[config.mk]
export PLATFORM = sky130hd
export DESIGN_NAME = dec_scan_n_flat
export DESIGN_NICKNAME = d
export VERILOG_FILES = /design/src/rtl/dec_scan_pkg.sv /design/src/rtl/dec_scan_if.sv /design/src/rtl/dec_scan_timer.sv /design/src/rtl/dec_scan_n.sv /design/src/flat_wrapper.sv
export SDC_FILE = /design/constraint.sdc
export NUM_CORES = 1
export LEC_CHECK = 0
export ABC_AREA = 1
export BUFFER_PORTS_ARGS = -buffer_cell sky130_fd_sc_hd__buf_4
export CORE_UTILIZATION = 53
export DETAILED_ROUTE_END_ITERATION = 7
export PLACE_DENSITY = 0.82
export SYNTH_ARGS = -nofsm -noshare
export SYNTH_HDL_FRONTEND = slang
export SYNTH_SLANG_ARGS = --single-unit
[constraint.sdc]
create_clock -name clk -period 1.6 [get_ports clk]
set_input_delay 0.16 -clock clk [delete_from_list [all_inputs] [get_ports clk]]
set_output_delay 0.16 -clock clk [all_outputs]
set_load 0.01 [all_outputs]
[src/rtl/dec_scan_pkg.sv]
`default_nettype none
// ============================================================================
// Module      : dec_scan_pkg
// Description : Shared state encoding and decode helpers for dec_scan_n.
// Revision    : 1.0 - initial release
// ============================================================================
package dec_scan_pkg;

    typedef enum logic [1:0] {
        IDLE   = 2'd0,
        DIRECT = 2'd1,
        SCAN   = 2'd2
    } state_t;

    // Widest strobe vector the helpers can build (SEL_W up to 8).
    localparam int unsigned c_max_out_w = 256;

    function automatic logic [c_max_out_w-1:0] onehot(input int unsigned index,
                                                      input int unsigned width);
        logic [c_max_out_w-1:0] v;
        v = '0;
        if (index < width && index < c_max_out_w) begin
            v[index[7:0]] = 1'b1;
        end
        return v;
    endfunction

    function automatic logic [c_max_out_w-1:0] inactive_vec(input logic active_low);
        return {c_max_out_w{active_low}};
    endfunction

endpackage
`default_nettype wire

[src/rtl/dec_scan_if.sv]
`default_nettype none
// ============================================================================
// Module      : dec_scan_if
// Description : Select handshake, control and strobe outputs of dec_scan_n.
// Revision    : 1.0 - initial release
// ============================================================================
interface dec_scan_if #(
    parameter int SEL_W = 4
);
    localparam int OUT_W = 2 ** SEL_W;

    logic             en;
    logic             mode;
    logic             sel_valid;
    logic [SEL_W-1:0] sel;
    logic             sel_ready;
    logic [OUT_W-1:0] out;
    logic [SEL_W-1:0] idx;
    logic             wrap;

    modport master (
        output en, mode, sel_valid, sel,
        input  sel_ready, out, idx, wrap
    );

    modport slave (
        input  en, mode, sel_valid, sel,
        output sel_ready, out, idx, wrap
    );

endinterface
`default_nettype wire

[src/rtl/dec_scan_timer.sv]
`default_nettype none
// ============================================================================
// Module      : dec_scan_timer
// Description : Dwell counter 0..DWELL-1 with clear and terminal-count flag.
// Revision    : 1.0 - initial release
// ============================================================================
module dec_scan_timer #(
    parameter int DWELL = 3,
    parameter int CNT_W = 16
) (
    input  wire  clk,
    input  wire  rst,
    input  wire  i_cnt_en,
    input  wire  i_clr,
    output logic o_tc
);

    localparam logic [CNT_W-1:0] c_last = CNT_W'(DWELL - 1);

    logic [CNT_W-1:0] r_cnt;

    always_ff @(posedge clk) begin
        if (rst || i_clr) begin
            r_cnt <= '0;
        end else if (i_cnt_en) begin
            r_cnt <= o_tc ? '0 : r_cnt + CNT_W'(1);
        end
    end

    assign o_tc = (r_cnt == c_last);

endmodule
`default_nettype wire

[src/rtl/dec_scan_n.sv]
`default_nettype none
// ============================================================================
// Module      : dec_scan_n
// Description : Registered SEL_W-to-2^SEL_W decoder with select handshake,
//               selectable polarity and an auto-scan mode with dwell.
// Revision    : 1.0 - initial release
// ============================================================================
module dec_scan_n
    import dec_scan_pkg::*;
#(
    parameter int SEL_W      = 4,
    parameter int DWELL      = 3,
    parameter int ACTIVE_LOW = 0
) (
    input wire        clk,
    input wire        rst,
    dec_scan_if.slave bus
);

    localparam int OUT_W = 2 ** SEL_W;
    localparam logic [OUT_W-1:0] c_inactive = OUT_W'(inactive_vec(ACTIVE_LOW != 0));

    state_t           r_state;
    state_t           w_state_nxt;
    logic [SEL_W-1:0] r_idx;
    logic [SEL_W-1:0] w_idx_nxt;
    logic [SEL_W-1:0] w_idx_inc;
    logic [OUT_W-1:0] r_vec;
    logic [OUT_W-1:0] w_vec_nxt;
    logic             r_wrap;
    logic             w_wrap_nxt;
    logic             w_tmr_en;
    logic             w_tmr_clr;
    logic             w_tc;
    logic             w_ready;

    dec_scan_timer #(
        .DWELL (DWELL),
        .CNT_W (16)
    ) u_timer (
        .clk      (clk),
        .rst      (rst),
        .i_cnt_en (w_tmr_en),
        .i_clr    (w_tmr_clr),
        .o_tc     (w_tc)
    );

    assign w_idx_inc = r_idx + SEL_W'(1);

    always_ff @(posedge clk) begin
        if (rst) begin
            r_state <= IDLE;
            r_idx   <= '0;
            r_vec   <= '0;
            r_wrap  <= 1'b0;
        end else begin
            r_state <= w_state_nxt;
            r_idx   <= w_idx_nxt;
            r_vec   <= w_vec_nxt;
            r_wrap  <= w_wrap_nxt;
        end
    end

    // r_vec is the active-high strobe; polarity is applied only at the port.
    always_comb begin
        w_state_nxt = r_state;
        w_idx_nxt   = r_idx;
        w_vec_nxt   = r_vec;
        w_wrap_nxt  = 1'b0;
        w_tmr_en    = 1'b0;
        w_tmr_clr   = 1'b0;
        w_ready     = 1'b0;
        if (!bus.en) begin
            w_vec_nxt = '0;
        end else begin
            case (r_state)
                IDLE: begin
                    w_vec_nxt = '0;
                    if (bus.mode) begin
                        w_state_nxt = SCAN;
                        w_idx_nxt   = '0;
                        w_vec_nxt   = OUT_W'(onehot(0, OUT_W));
                        w_tmr_clr   = 1'b1;
                    end else begin
                        w_state_nxt = DIRECT;
                    end
                end
                DIRECT: begin
                    w_ready = 1'b1;
                    if (bus.mode) begin
                        w_state_nxt = SCAN;
                        w_idx_nxt   = '0;
                        w_vec_nxt   = OUT_W'(onehot(0, OUT_W));
                        w_tmr_clr   = 1'b1;
                    end else if (bus.sel_valid) begin
                        w_idx_nxt = bus.sel;
                        w_vec_nxt = OUT_W'(onehot(32'(bus.sel), OUT_W));
                    end
                end
                SCAN: begin
                    if (!bus.mode) begin
                        w_state_nxt = DIRECT;
                        w_vec_nxt   = '0;
                    end else begin
                        w_tmr_en = 1'b1;
                        if (w_tc) begin
                            w_idx_nxt  = w_idx_inc;
                            w_vec_nxt  = OUT_W'(onehot(32'(w_idx_inc), OUT_W));
                            w_wrap_nxt = &r_idx;
                        end else begin
                            w_vec_nxt = OUT_W'(onehot(32'(r_idx), OUT_W));
                        end
                    end
                end
                default: begin
                    w_state_nxt = IDLE;
                    w_vec_nxt   = '0;
                end
            endcase
        end
    end

    assign bus.sel_ready = w_ready;
    assign bus.out       = r_vec ^ c_inactive;
    assign bus.idx       = r_idx;
    assign bus.wrap      = r_wrap;

endmodule
`default_nettype wire

[src/flat_wrapper.sv]
// flat-port wrapper written by rule: the top's interface ports become plain ports
module dec_scan_n_flat import dec_scan_pkg::*;
#(
    parameter int SEL_W      = 4,
    parameter int DWELL      = 3,
    parameter int ACTIVE_LOW = 0
)
  (clk, rst, bus_en, bus_mode, bus_sel_valid, bus_sel, bus_sel_ready, bus_out, bus_idx, bus_wrap);
  dec_scan_if #(.SEL_W(SEL_W)) bus_i ();
  input wire clk;
  input wire rst;
  input wire logic [$bits(bus_i.en)-1:0] bus_en;
  input wire logic [$bits(bus_i.mode)-1:0] bus_mode;
  input wire logic [$bits(bus_i.sel_valid)-1:0] bus_sel_valid;
  input wire logic [$bits(bus_i.sel)-1:0] bus_sel;
  output wire logic [$bits(bus_i.sel_ready)-1:0] bus_sel_ready;
  output wire logic [$bits(bus_i.out)-1:0] bus_out;
  output wire logic [$bits(bus_i.idx)-1:0] bus_idx;
  output wire logic [$bits(bus_i.wrap)-1:0] bus_wrap;
  assign bus_i.en = bus_en;
  assign bus_i.mode = bus_mode;
  assign bus_i.sel_valid = bus_sel_valid;
  assign bus_i.sel = bus_sel;
  assign bus_sel_ready = bus_i.sel_ready;
  assign bus_out = bus_i.out;
  assign bus_idx = bus_i.idx;
  assign bus_wrap = bus_i.wrap;
  dec_scan_n #(.SEL_W(SEL_W), .DWELL(DWELL), .ACTIVE_LOW(ACTIVE_LOW)) u_core (.clk(clk), .rst(rst), .bus(bus_i));
endmodule
**Word level (Yosys, flattened, before mapping)**

Cells that the tools add are included.

- Reduce and logical (&&, ||, !) cells: 12
- $mul: 0
- $add $sub $neg: 2
- Divide/modulo/power cells: 0
- Order comparisons: 6
- Shift-type cells: 0
- Multiplexer cells: 30
- Bitwise logic cells: 4
- Eq/ne operators: 9

Operators with widths:

| operator | count |
|---|---|
| 16-bit 2-to-1 mux | 5 |
| 16-bit one-hot mux with 3 select lines | 1 |
| 4-bit by 9-bit less-than comparator with 1-bit output, second input constant | 3 |
| 4-bit 2-to-1 mux | 5 |
| 16-bit by 1-bit adder with 16-bit output, second input constant | 1 |
| 16-bit by 2-bit == test with 1-bit output, second input constant | 1 |
| 1-bit demux with 4-bit select | 3 |
| 4-bit by 1-bit greater-or-equal comparator with 1-bit output, second input constant | 3 |
| 4-bit one-hot mux with 3 select lines | 1 |
| 1-bit 2-to-1 mux | 11 |
| 2-bit != test, second input constant | 5 |
| 2-bit 2-to-1 mux | 3 |
| 2-bit one-hot mux with 3 select lines | 1 |
| 6-bit AND reduction | 1 |
| 5-bit OR reduction | 1 |
| 4-bit by 1-bit adder with 4-bit output, second input constant | 1 |
| 1-bit inverter | 4 |
| 4-bit AND reduction | 1 |
| 2-bit OR reduction | 2 |
| 1-bit logical AND | 3 |
| 3-bit != test, second input constant | 1 |
| 3-bit AND reduction | 1 |
| 3-bit nonzero test | 1 |
| 2-bit by 1-bit == test with 1-bit output, second input constant | 1 |
| other kinds (3) | 3 |

- Output and inout port bits: 22
- Bits in registers: 39
- Bits in writable memories: 0
- ROM bits: 0
- Bits in latches: 0
- Bits of input ports: 9
- Memories kept: 0
- Logic and storage cells: 68

**Longest topological paths before layout**

Gate-level depths: netlist (run 1).

- Depth in word-level cells: 8
- Mapped depth: 12
- Mapped depth without buffers: 11

**Cells and area by module**

A second synthesis (run 1) with hierarchy kept.

- Cell total of the unflattened synthesis: 433
- Area total of the unflattened synthesis: 2803.9 µm²

By module, submodules not included:

| module | cells each | instances | area an instance (µm²) |
|---|---|---|---|
| dec_scan_n | 293 | 1 | 1861.8 |
| dec_scan_timer | 140 | 1 | 942.2 |

**Worst setup path after synthesis (run 1)**

No wires, ideal clock.

- Kind: register -> register
- Start: register u_core.r_idx[0], in the netlist u_core.bus.idx[0]
- End: register u_core.r_vec[7], in the netlist u_core.bus.out[7]
- Clock period less this slack: 1618 ps
- Slack: -18 ps
- Data required time: 1530 ps
- Stages on the path, launching flop included: 10
- Setup time: 70 ps
- Arrival: 1548 ps
- Cells stage by stage: dfxtp_1 ha_1 clkbuf_2 xor2_2 nand3_1 nand2_1 nand3_1 nand2_1 nand2_1 a21oi_1

- Word-level cells in the longest chain between the ends: 8
- Elaborated cells between the ends (all ways): 14
- Those cells by class: 1 x add/sub; 4 x order compare; 7 x mux; 2 x reduce/logical

RTL lines:

| item | line | RTL |
|---|---|---|
| from (decl) | dec_scan_n.sv:25 | `logic [SEL_W-1:0] r_idx;` |
| from (signal assigned) | dec_scan_n.sv:58 | `r_idx <= w_idx_nxt;` |
| 4-bit by 1-bit adder with 4-bit output | dec_scan_n.sv:48 | `assign w_idx_inc = r_idx + SEL_W'(1);` |
| 4-bit by 9-bit less-than comparator with 1-bit output (implied by the code) or 4-bit by 1-bit greater-or-equal comparator with 1-bit output (tied branches) | dec_scan_pkg.sv:23 | `v[index[7:0]] = 1'b1;` |
| 1-bit logical AND (implied by the code) | dec_scan_pkg.sv:23 |  |
| 1-bit 2-to-1 mux (implied by the code) | dec_scan_pkg.sv:23 |  |
| 1-bit demux with 4-bit select | n/a |  |
| 16-bit 2-to-1 mux (*) | dec_scan_n.sv:106 | `if (w_tc) begin` |
| 16-bit 2-to-1 mux (*) | dec_scan_n.sv:101 | `if (!bus.mode) begin` |
| 16-bit one-hot mux with 3 select lines (*) | dec_scan_n.sv:76 | `case (r_state)` |
| to (signal assigned) | dec_scan_n.sv:59 | `r_vec <= w_vec_nxt;` |
| to (decl) | dec_scan_n.sv:28 | `logic [OUT_W-1:0] r_vec;` |

Mark *: on every way between the ends. The rest lies on a longest branch, timed or not.
A chain may end at the register's enable or synchronous reset.

**Worst setup path after layout (run 1)**

- Start: register u_core.r_state[1]
- End: register u_core.r_vec[14], in the netlist u_core.bus.out[14]

- Word-level cells in the longest chain between the ends: 2
- Elaborated cells between the ends (all ways): 5
- Those cells by class: 3 x eq/ne; 1 x mux; 1 x reduce/logical

RTL lines:

| item | line | RTL |
|---|---|---|
| from (decl) | dec_scan_n.sv:23 | `state_t r_state;` |
| from (signal assigned) | dec_scan_n.sv:57 | `r_state <= w_state_nxt;` |
| 2-bit == test (tied with other cells) | dec_scan_n.sv:76 |  |
| 16-bit one-hot mux with 3 select lines or 3-bit != test (tied branches) | n/a |  |

Parallel ways exist; a longest one is shown, timed or not.

==> results.sh, run 1 <==
export IMPL_final_nets=511
export IMPL_dieArea_mm2=0.00544
export IMPL_grt_util_met2=0.469
export IMPL_dr_total_vias=3113
export IMPL_path_cells="inv_2 > ha_4 > nand2_4 > or2_4 > nand2_4 > clkinvlp_4 > nand2_1 > a21oi_2"
export IMPL_hp_class="in -> reg"
export IMPL_rsz0062_at_grt="true"
export IMPL_die_w_um=73.7
export IMPL_setup_viol=0
export IMPL_max_freq_ghz=0.633
export IMPL_hold_start="rst"
export IMPL_max_stage_delay_ns=0.33
export IMPL_grt_start_max_net_pins=17
export IMPL_grt_use_total=0.290
export IMPL_met1_usage=0.400
export IMPL_cts_sinks=39
export IMPL_clock_latency_ns=0.30
export IMPL_path_delay_family="simple AND/OR/NAND/NOR gates"
export IMPL_crit_arrival_ns=1.74
export IMPL_rr_worst_depth=8
export IMPL_crit_path_frequent_cell="nand2_4"
export IMPL_min_to="u_core.bus.idx[1]$_SDFFE_PP0P_"
export IMPL_top_usage_layer="met2"
export IMPL_hold_viol=0
export IMPL_synth_nets=452
export IMPL_drc_errors=0
export IMPL_start_kind="register"
export IMPL_multi_input_area_mm2=0.00190
export IMPL_antennaDiodeCount=0
export IMPL_synth_yosys_warnings=0
export IMPL_slew_headroom=0.523
export IMPL_core_mm2=0.00485
export IMPL_drtIter0Drc=381
export IMPL_finalNonFillerCells=559
export IMPL_area_growth_pct=33.3
export IMPL_rows=25
export IMPL_syn_area_mm2=0.00273
export IMPL_r2r_end="u_core.bus.out[14]$_SDFFE_PP0N_"
export IMPL_status="completed"
export IMPL_synth_seq_cells=39
export IMPL_drt_wl_total_um=8140
export IMPL_finalMaxSlewViolations=0
export IMPL_crit_type="reg -> reg"
export IMPL_timing_worst_slew_pin_value_ns=0.714
export IMPL_power_mw=2.26
export IMPL_synth_top_cell_area_share=0.286
export IMPL_dpl_cell_area_mm2=0.00321
export IMPL_final_area_mm2=0.00364
export IMPL_regToRegStartpoint="u_core.r_state[1]$_SDFFE_PP0P_"
export IMPL_cts_root_buf="clkbuf_8"
export IMPL_cp_end_kind="register"
export IMPL_placedCellCount=546
export IMPL_clkTransAtPathRegs_ns=0.08
export IMPL_cts_made_buffers=5
export IMPL_power_density_mw_per_mm2=622
export IMPL_layout_drive_gt1_share=0.333
export IMPL_critPathBufInv=2
export IMPL_vdd_ir_drop_max_uv=626
export IMPL_htreeDepth=2
export IMPL_yosys_area_top_type="dfxtp_1"
export IMPL_antenna_found_initial=0
export IMPL_crit_required_ns=1.76
export IMPL_fin_hold_ws_ns=0.0871
export IMPL_place_hpwl_um=5410
export IMPL_gr_usage_met3=0.0384
export IMPL_worstPathMaxFanout=8
export IMPL_setup_slack_ns=0.0196
export IMPL_cp_slowest_cell="dfxtp_2"
export IMPL_dp_slack_ns=-0.0965
export IMPL_detail_route_wl_per_cell_um=14.6
export IMPL_finClkSkew_ns=0.0113
export IMPL_synthDistinctLibCells=38
export IMPL_synth_area_top_cells="dfxtp_1, nand2_1, nand3_1"
export IMPL_cts_tree="yes"
export IMPL_layout_min_cycle_time_ns=1.58
export IMPL_fillers=361
export IMPL_first_global_vias=2637
export IMPL_p_leak_nw=1.67
export IMPL_min_path_cells=2
export IMPL_io_pins=31
export IMPL_cap_violations=0
export IMPL_cts_buffer_depth=2
export IMPL_gp_congestion=0.933
export IMPL_viasPerCell=5.57
export IMPL_synth_area_per_cell_um2=6.31
export IMPL_seq_area_um2=796
export IMPL_syn_instance_count=432
export IMPL_start_util=0.563
export IMPL_overflow=0
export IMPL_ys_seq_area_frac=0.286
export IMPL_r2r_slack_ns=0.02
export IMPL_die_y_um=73.7
export IMPL_antenna_left=0
export IMPL_io_buffers=30
export IMPL_first_pass_iters=6
export IMPL_fin_crit_sh=0.988
export IMPL_grt_pass1_wl_um=12100
## power breakdown
part	leakage, nW	switching, mW	internal (mW)	total [mW]
sequential	0.320	0.0130	0.983	0.996
clock	0.0581	0.377	0.465	0.841
combinational	1.29	0.255	0.168	0.423
total	1.67	0.645	1.62	2.26
## synthesized netlist by cell type
| master | number |
|---|---|
| nand2_1 | 146 |
| nand3_1 | 57 |
| inv_1 | 40 |
| dfxtp_1 | 39 |
| nor2_1 | 31 |
| a21oi_1 | 24 |
| nor3_1 | 12 |
| ha_1 | 11 |
| nand4_1 | 11 |
| o21ai_0 | 10 |
| a21oi_2 | 8 |
| inv_2 | 4 |
| buf_1 | 3 |
| buf_4 | 3 |
| nand2_2 | 3 |
| and3_1 | 2 |
| buf_2 | 2 |
| clkbuf_8 | 2 |
| nor3_4 | 2 |
| o21ai_1 | 2 |
| o22ai_1 | 2 |
| xor2_1 | 2 |
| a31oi_1 | 1 |
| buf_6 | 1 |
| clkbuf_1 | 1 |
| clkbuf_2 | 1 |
| clkinv_1 | 1 |
| inv_4 | 1 |
| nand2_4 | 1 |
| nand3b_1 | 1 |
| nor2_2 | 1 |
| nor2_4 | 1 |
| nor2_8 | 1 |
| nor3_2 | 1 |
| o21ai_2 | 1 |
| or2_1 | 1 |
| xnor2_2 | 1 |
| xor2_2 | 1 |
## state kept, by name, indices dropped and copies added, names as in the netlist
register              cells
u_core.bus.out           16
u_core.u_timer.r_cnt     16
u_core.r_state            2
u_core.bus.idx            4
u_core.bus.wrap           1
## cells by family (layout without fill, tap and decap cells)
group,after synthesis,after routing,synth area share
simple gates,271,271,0.445
buf+inv,59,119,0.0977
compound gates,48,48,0.102
flops,39,39,0.286
fa+ha+maj,11,11,0.0505
xor+xnor,4,4,0.0184
## worst max-delay path by stage
stage,startpoint,to,slack [ns],cells past startpoint
finish,u_core.r_state[1]$_SDFFE_PP0P_,u_core.bus.out[14]$_SDFFE_PP0N_,0.02,8
global route,u_core.r_state[0]$_SDFFE_PP0P_,u_core.u_timer.r_cnt[5]$_SDFFE_PP0P_,-0.07,9
CTS,u_core.r_state[1]$_SDFFE_PP0P_,u_core.bus.out[13]$_SDFFE_PP0N_,-0.04,8
detailed placement,u_core.r_state[1]$_SDFFE_PP0P_,u_core.u_timer.r_cnt[4]$_SDFFE_PP0P_,-0.1,9
global placement,u_core.r_state[1]$_SDFFE_PP0P_,u_core.u_timer.r_cnt[4]$_SDFFE_PP0P_,-0.04,9
floorplan,u_core.r_state[1]$_SDFFE_PP0P_,u_core.u_timer.r_cnt[8]$_SDFFE_PP0P_,0.02,9
## layout make-up
class                   count  area share
clock buffers               5      0.0189
multi-input cells         334       0.521
well taps                  67      0.0231
inverters                  46      0.0516
repair buffers             64       0.152
flip-flops and latches     39       0.219
repair inverters            1     0.00206
clock inverters             3      0.0120
## what timing repair did
action	in CTS	in global routing
gates resized for setup	13	66
setup buffers	0	2
hold buffers	0	0
endpoints found under the setup margin	32	37
pin swaps	1	32
cloned	1	2
## cells in the final DEF (no fill, tap or decap), types with 2 or more instances in the layout
master / n
o21ai_0: 9
nor3_4: 3
inv_1: 33
dfxtp_2: 9
clkinvlp_4: 2
inv_2: 8
ha_1: 5
nand3_2: 11
nand2_4: 4
nor2_1: 26
buf_12: 3
a21oi_1: 23
nand2_2: 22
dfxtp_1: 29
nand3_1: 46
buf_4: 59
xor2_1: 2
o22ai_1: 2
clkinv_2: 2
a21oi_2: 9
nand2_1: 124
ha_4: 3
o21ai_1: 3
clkbuf_8: 5
nor2_4: 4
nor3_1: 11
nand4_1: 11
inv_4: 2
nor2_2: 3
ha_2: 3
and3_1: 2
clkbuf_16: 2
## per-stage QoR
step	util	TNS, ns
2_1_floorplan	-	0
3_3_place_gp	0.662	-0.138
6_report	0.750	0
3_5_place_dp	0.662	-1.91
5_1_grt	0.750	-0.436
4_1_cts	0.694	-0.528
## metal layers
metal	wire [µm]	up-vias
li1	-	1517
met1	3540	1417
met2	3840	161
met3	630	18
met4	125	0
met5	0	-
Note: power is estimated with default switching activity, not from simulation.
==> run 2, diff against run 1 <==
==> constraint.sdc (replaced) <==
create_clock -name clk -period 1.4 [get_ports clk]
set_input_delay 0.14 -clock clk [delete_from_list [all_inputs] [get_ports clk]]
set_output_delay 0.14 -clock clk [all_outputs]
set_load 0.1 [all_outputs]
==> run 2 against run 1 <==
The flow now finishes with violations (DRC, setup timing). Die area did not move. Combinational power rose by 74%. Sequential share of layout area fell by 3.0 points. Worst hold slack got worse by 0.044 ns. Critical endpoint is now u_core.bus.idx[2]$_SDFFE_PP0P_. Clock power rose by 26%. Clock skew barely moved.
==> results.sh, run 2 (same netlist as run 1, synthesis figures left out) <==
export IMPL_hold_viol=0
export IMPL_drt_wl_total_um=14500
export IMPL_max_freq_ghz=0.556
export IMPL_cts_made_buffers=5
export IMPL_grt_pass1_wl_um=15000
export IMPL_die_w_um=73.7
export IMPL_place_hpwl_um=5800
export IMPL_finClkSkew_ns=0.0115
export IMPL_overflow=0
export IMPL_crit_arrival_ns=2.01
export IMPL_p_leak_nw=1.97
export IMPL_status="finished with violations"
export IMPL_seq_area_um2=812
export IMPL_final_nets=557
export IMPL_layout_drive_gt1_share=0.442
export IMPL_htreeDepth=2
export IMPL_final_common_cell="nand2_1"
export IMPL_most_common_layout_cells="nand2_1, buf_4, nand3_1, inv_1, dfxtp_1"
export IMPL_viasPerCell=6.96
export IMPL_area_growth_pct=57.4
export IMPL_clkTransAtPathRegs_ns=0.09
export IMPL_worstPathMaxFanout=5
export IMPL_crit_path_frequent_cell="nand2_2"
export IMPL_multi_input_area_mm2=0.00209
export IMPL_finalMaxSlewViolations=0
export IMPL_grt_use_total=0.366
export IMPL_rows=25
export IMPL_power_density_mw_per_mm2=684
export IMPL_hp_class="in -> reg"
export IMPL_rr_worst_depth=9
export IMPL_dr_total_vias=4210
export IMPL_gp_congestion=0.914
export IMPL_layout_min_cycle_time_ns=1.80
export IMPL_first_global_vias=3188
export IMPL_drc_errors=78
export IMPL_min_path_cells=2
export IMPL_core_mm2=0.00485
export IMPL_cts_buffer_depth=2
export IMPL_start_kind="register"
export IMPL_cp_end_kind="register"
export IMPL_vdd_ir_drop_max_uv=576
export IMPL_cts_tree="yes"
export IMPL_cap_violations=0
export IMPL_path_delay_family="simple AND/OR/NAND/NOR gates"
export IMPL_antenna_left=0
export IMPL_die_y_um=73.7
export IMPL_fillers=184
export IMPL_fin_crit_sh=1.28
export IMPL_clock_latency_ns=0.33
export IMPL_io_buffers=30
export IMPL_start_util=0.563
export IMPL_antenna_found_initial=0
export IMPL_crit_type="reg -> reg"
export IMPL_max_stage_delay_ns=0.40
export IMPL_dieArea_mm2=0.00544
export IMPL_cts_sinks=39
export IMPL_io_pins=31
export IMPL_critPathBufInv=1
export IMPL_fin_hold_ws_ns=0.0434
export IMPL_path_cells="inv_4 > ha_4 > nand2_4 > or2_1 > nand2_2 > nor2_2 > nand2_2 > nand2_1 > a21oi_1"
export IMPL_final_util=0.885
export IMPL_setup_viol=41
export IMPL_timing_worst_slew_pin_value_ns=0.433
export IMPL_crit_cells=9
export IMPL_slew_headroom=0.710
export IMPL_cts_root_buf="clkbuf_8"
export IMPL_antennaDiodeCount=0
export IMPL_cp_slowest_cell="dfxtp_4"
export IMPL_crit_required_ns=1.61
export IMPL_setup_slack_ns=-0.397
export IMPL_grt_start_max_net_pins=17
export IMPL_drtIter0Drc=1112
export IMPL_violations="DRC, setup timing"
export IMPL_rsz0062_at_grt="true"
export IMPL_first_pass_iters=8
export IMPL_detail_route_wl_per_cell_um=24.0
-- run 2: timing repair --
action | 4_1_cts | 5_1_grt
gates cloned | 0 | 3
hold endpoints to repair | 0 | 0
setup buffers | 5 | 18
hold buffers | 0 | 0
pin swaps | 11 | 42
setup endpoints to repair | 38 | 40
resized for setup | 18 | 94
-- run 2: per-layer routing --
metal / up-vias / wire length, µm / global-route usage
met5: - / 0 / 0
met4: 0 / 1800 / 0.216
met3: 221 / 2210 / 0.0549
met2: 536 / 5870 / 0.597
met1: 1841 / 4660 / 0.456
li1: 1612 / - / -
-- run 2: worst paths after layout --
path	start	endpoint	slack, ns
worst max-delay path	u_core.r_state[1]$_SDFFE_PP0P_	u_core.bus.idx[2]$_SDFFE_PP0P_	-0.40
worst max register to register	u_core.r_state[1]$_SDFFE_PP0P_	u_core.bus.idx[2]$_SDFFE_PP0P_	-0.40
worst min-delay path	rst	u_core.bus.idx[1]$_SDFFE_PP0P_	0.04
worst min register to register	u_core.bus.out[7]$_SDFFE_PP0N_	u_core.bus.out[7]$_SDFFE_PP0N_	0.47
-- run 2: final cells by class --
class,count,area share
clock buffers,6,0.0192
clock inverters,2,0.00816
inverters,46,0.0463
multi-input cells,334,0.488
flip-flops and latches,39,0.189
well taps,67,0.0195
repair buffers,110,0.228
repair inverters,1,0.00175
-- run 2: power breakdown --
group          internal, mW  leakage, nW  switching (mW)
clock                 0.578       0.0612           0.484
sequential             1.12        0.322          0.0246
combinational         0.269         1.59           0.464
total                  1.96         1.97           0.973
-- run 2: worst register-to-register path, delay by kind of cell (launching register included) --
kind | cells | cell delay (ns)
flops | 1 | 0.40
simple gates | 6 | 0.92
fa+ha+maj | 1 | 0.19
compound gates | 1 | 0.10
buf+inv | 1 | 0.06
-- run 2: through the flow --
step / total power [mW] / instance area (µm²) / setup WS (ns) / TNS (ns) / cells
2_1_floorplan: 1.46 / 2850 / -0.165 / -2.88 / 432
3_3_place_gp: 1.62 / 3530 / -0.125 / -2.80 / 572
3_5_place_dp: 1.63 / 3530 / -0.185 / -4.35 / 572
4_1_cts: 2.66 / 3760 / -0.115 / -2.75 / 585
5_1_grt: 2.96 / 4290 / -0.422 / -11.37 / 605
6_report: 2.94 / 4290 / -0.397 / -10.26 / 605
==> run 3, diff against run 2 <==
==> constraint.sdc (replaced) <==
create_clock -name clk -period 1.51 [get_ports clk]
set_input_delay 0.151 -clock clk [delete_from_list [all_inputs] [get_ports clk]]
set_output_delay 0.151 -clock clk [all_outputs]
set_load 0.1 [all_outputs]
==> run 3 against run 2 <==
Via count is 17% lower. Largest power group unchanged. Cell count is 4.5% lower. Critical path type unchanged. Non-clock buffer count is 28 lower. Routed wire length is 34% lower. Power is 16% lower. Sequential cell count stayed put. Core utilization is 6.0 points lower. Clock skew is 0.0051 ns lower. Worst setup slack better by 0.24 ns. Final area is 6.8% lower. Register-to-register slack better by 0.24 ns. Clock power is 18% lower. The flow finishes with violations (setup timing).
==> results.sh, run 3 (same netlist as run 1, synthesis figures left out) <==
export IMPL_status="finished with violations"
export IMPL_violations="setup timing"
export IMPL_core_mm2=0.00485
export IMPL_r2r_slack_ns=-0.15
export IMPL_cts_buffer_depth=2
export IMPL_worstPathMaxFanout=4
export IMPL_drt_wl_total_um=9620
export IMPL_cts_root_buf="clkbuf_8"
export IMPL_start_util=0.563
export IMPL_max_stage_delay_ns=0.37
export IMPL_r2r_end="u_core.u_timer.r_cnt[8]$_SDFFE_PP0P_"
export IMPL_place_hpwl_um=5540
export IMPL_slew_headroom=0.494
export IMPL_internal_power_mw=1.72
export IMPL_hold_viol=0
export IMPL_area_growth_pct=46.7
export IMPL_power_density_mw_per_mm2=617
export IMPL_cts_tree="yes"
export IMPL_seqPwrFrac=0.427
export IMPL_antenna_found_initial=0
export IMPL_fin_hold_ws_ns=0.0657
export IMPL_path_delay_family="simple AND/OR/NAND/NOR gates"
export IMPL_switching_share=0.304
export IMPL_finalMaxSlewViolations=0
export IMPL_clkTransAtPathRegs_ns=0.08
export IMPL_drc_errors=0
export IMPL_final_nets=530
export IMPL_io_pins=31
export IMPL_die_y_um=73.7
export IMPL_crit_arrival_ns=1.85
export IMPL_drtIter0Drc=486
export IMPL_first_global_vias=3010
export IMPL_pwr_share_comb=0.220
export IMPL_crit_required_ns=1.69
export IMPL_min_to="u_core.bus.idx[0]$_SDFFE_PP0P_"
export IMPL_die_w_um=73.7
export IMPL_max_freq_ghz=0.601
export IMPL_grt_pass1_wl_um=13500
export IMPL_htreeDepth=2
export IMPL_cap_violations=0
export IMPL_p_leak_nw=1.79
export IMPL_dieArea_mm2=0.00544
export IMPL_critPathBufInv=3
export IMPL_power_mw=2.47
export IMPL_rsz0062_at_grt="true"
export IMPL_antenna_left=0
export IMPL_detail_route_wl_per_cell_um=16.6
export IMPL_start_kind="register"
export IMPL_cp_end_kind="register"
export IMPL_hp_class="in -> reg"
export IMPL_cts_made_buffers=5
export IMPL_hold_start="rst"
export IMPL_switchingPower_mw=0.751
export IMPL_grt_use_total=0.320
export IMPL_layout_drive_gt1_share=0.401
export IMPL_fin_crit_sh=1.10
export IMPL_viasPerCell=6.03
export IMPL_io_buffers=30
export IMPL_antennaDiodeCount=0
export IMPL_min_path_cells=2
export IMPL_layout_min_cycle_time_ns=1.66
export IMPL_clock_latency_ns=0.30
export IMPL_setup_viol=36
export IMPL_finClkSkew_ns=0.00643
export IMPL_crit_type="reg -> reg"
export IMPL_regToRegStartpoint="u_core.r_state[0]$_SDFFE_PP0P_"
export IMPL_vdd_ir_drop_max_uv=621
export IMPL_setup_slack_ns=-0.154
export IMPL_seq_area_um2=805
export IMPL_first_pass_iters=6
export IMPL_final_common_cell="nand2_1"
export IMPL_gp_congestion=0.934
export IMPL_path_cells="inv_4 > ha_4 > nand2_4 > nor2_8 > inv_6 > buf_12 > nor2_2 > nand4_1 > o21ai_0 > a21oi_1"
export IMPL_most_common_layout_cells="nand2_1, buf_4, nand3_1, inv_1, dfxtp_1"
export IMPL_dr_total_vias=3488
export IMPL_crit_cells=10
export IMPL_multi_input_area_mm2=0.00209
export IMPL_overflow=0
export IMPL_cp_slowest_cell="dfxtp_4"
export IMPL_cts_sinks=39
export IMPL_timing_worst_slew_pin_value_ns=0.757
export IMPL_rr_worst_depth=10
export IMPL_rows=25
export IMPL_fillers=271
export IMPL_grt_start_max_net_pins=17
export IMPL_clockPowerShare=0.353
==> run 3: cell count changes in the layout (fill, tap and decap cells not counted), sizes merged <==
cell / previous run / this run
buf: 108 / 81
clkbuf: 8 / 6
inv: 45 / 44
clkinv: 1 / 4
==> run 3: power by group through the flow <==
stage | clock (mW) | combinational (mW) | sequential, mW
floorplan | 0 | 0.229 | 1.10
global placement | 0 | 0.399 | 1.07
detailed placement | 0 | 0.410 | 1.07
CTS | 0.870 | 0.472 | 1.05
global route | 0.914 | 0.572 | 1.05
finish | 0.872 | 0.544 | 1.05
==> run 3: area by class of cell <==
type	instances	area share
inverter	46	0.0475
timing repair buffer	82	0.178
clock buffer	5	0.0172
multi-input combinational	334	0.523
tap	67	0.0210
clock inverter	3	0.00969
timing repair inverter	2	0.00344
sequential	39	0.201
==> run 3: what timing repair did <==
action / 4_1_cts / 5_1_grt
setup endpoints to repair: 36 / 36
buffers inserted: 7 / 4
gates resized for setup: 54 / 67
gates cloned: 2 / 2
hold buffers: 0 / 0
endpoints found under the hold margin: 0 / 0
pin swaps: 23 / 38
==> run 3: stage by stage <==
step / util / std cells / setup TNS, ns / worst slack, ns / area, µm²
6_report: 0.825 / 578 / -3.17 / -0.154 / 4000
5_1_grt: 0.825 / 578 / -5.84 / -0.229 / 4000
4_1_cts: 0.770 / 574 / -0.558 / -0.0377 / 3730
3_5_place_dp: 0.690 / 557 / -2.93 / -0.146 / 3350
3_3_place_gp: 0.690 / 557 / -0.658 / -0.0551 / 3350
2_1_floorplan: - / 432 / -0.854 / -0.0554 / 2790
==> run 3: worst max path at each step <==
stage,end,slack [ns],from
6_report,u_core.u_timer.r_cnt[8]$_SDFFE_PP0P_,-0.15,u_core.r_state[0]$_SDFFE_PP0P_
5_1_grt,u_core.bus.out[15]$_SDFFE_PP0N_,-0.23,u_core.u_timer.r_cnt[0]$_SDFFE_PP0P_
4_1_cts,u_core.u_timer.r_cnt[9]$_SDFFE_PP0P_,-0.04,u_core.r_state[0]$_SDFFE_PP0P_
3_5_place_dp,u_core.bus.out[5]$_SDFFE_PP0N_,-0.15,u_core.r_state[1]$_SDFFE_PP0P_
3_3_place_gp,u_core.bus.out[0]$_SDFFE_PP0N_,-0.06,u_core.r_state[1]$_SDFFE_PP0P_
2_1_floorplan,u_core.bus.out[10]$_SDFFE_PP0N_,-0.06,u_core.bus.idx[1]$_SDFFE_PP0P_
==> run 3: layer usage <==
layer  GRT usage  share of wire  wire, µm
met3      0.0439          0.092       890
met1       0.419           0.38      3650
met2       0.533           0.48      4640
met4       0.115          0.045       437
met5           0              0         0
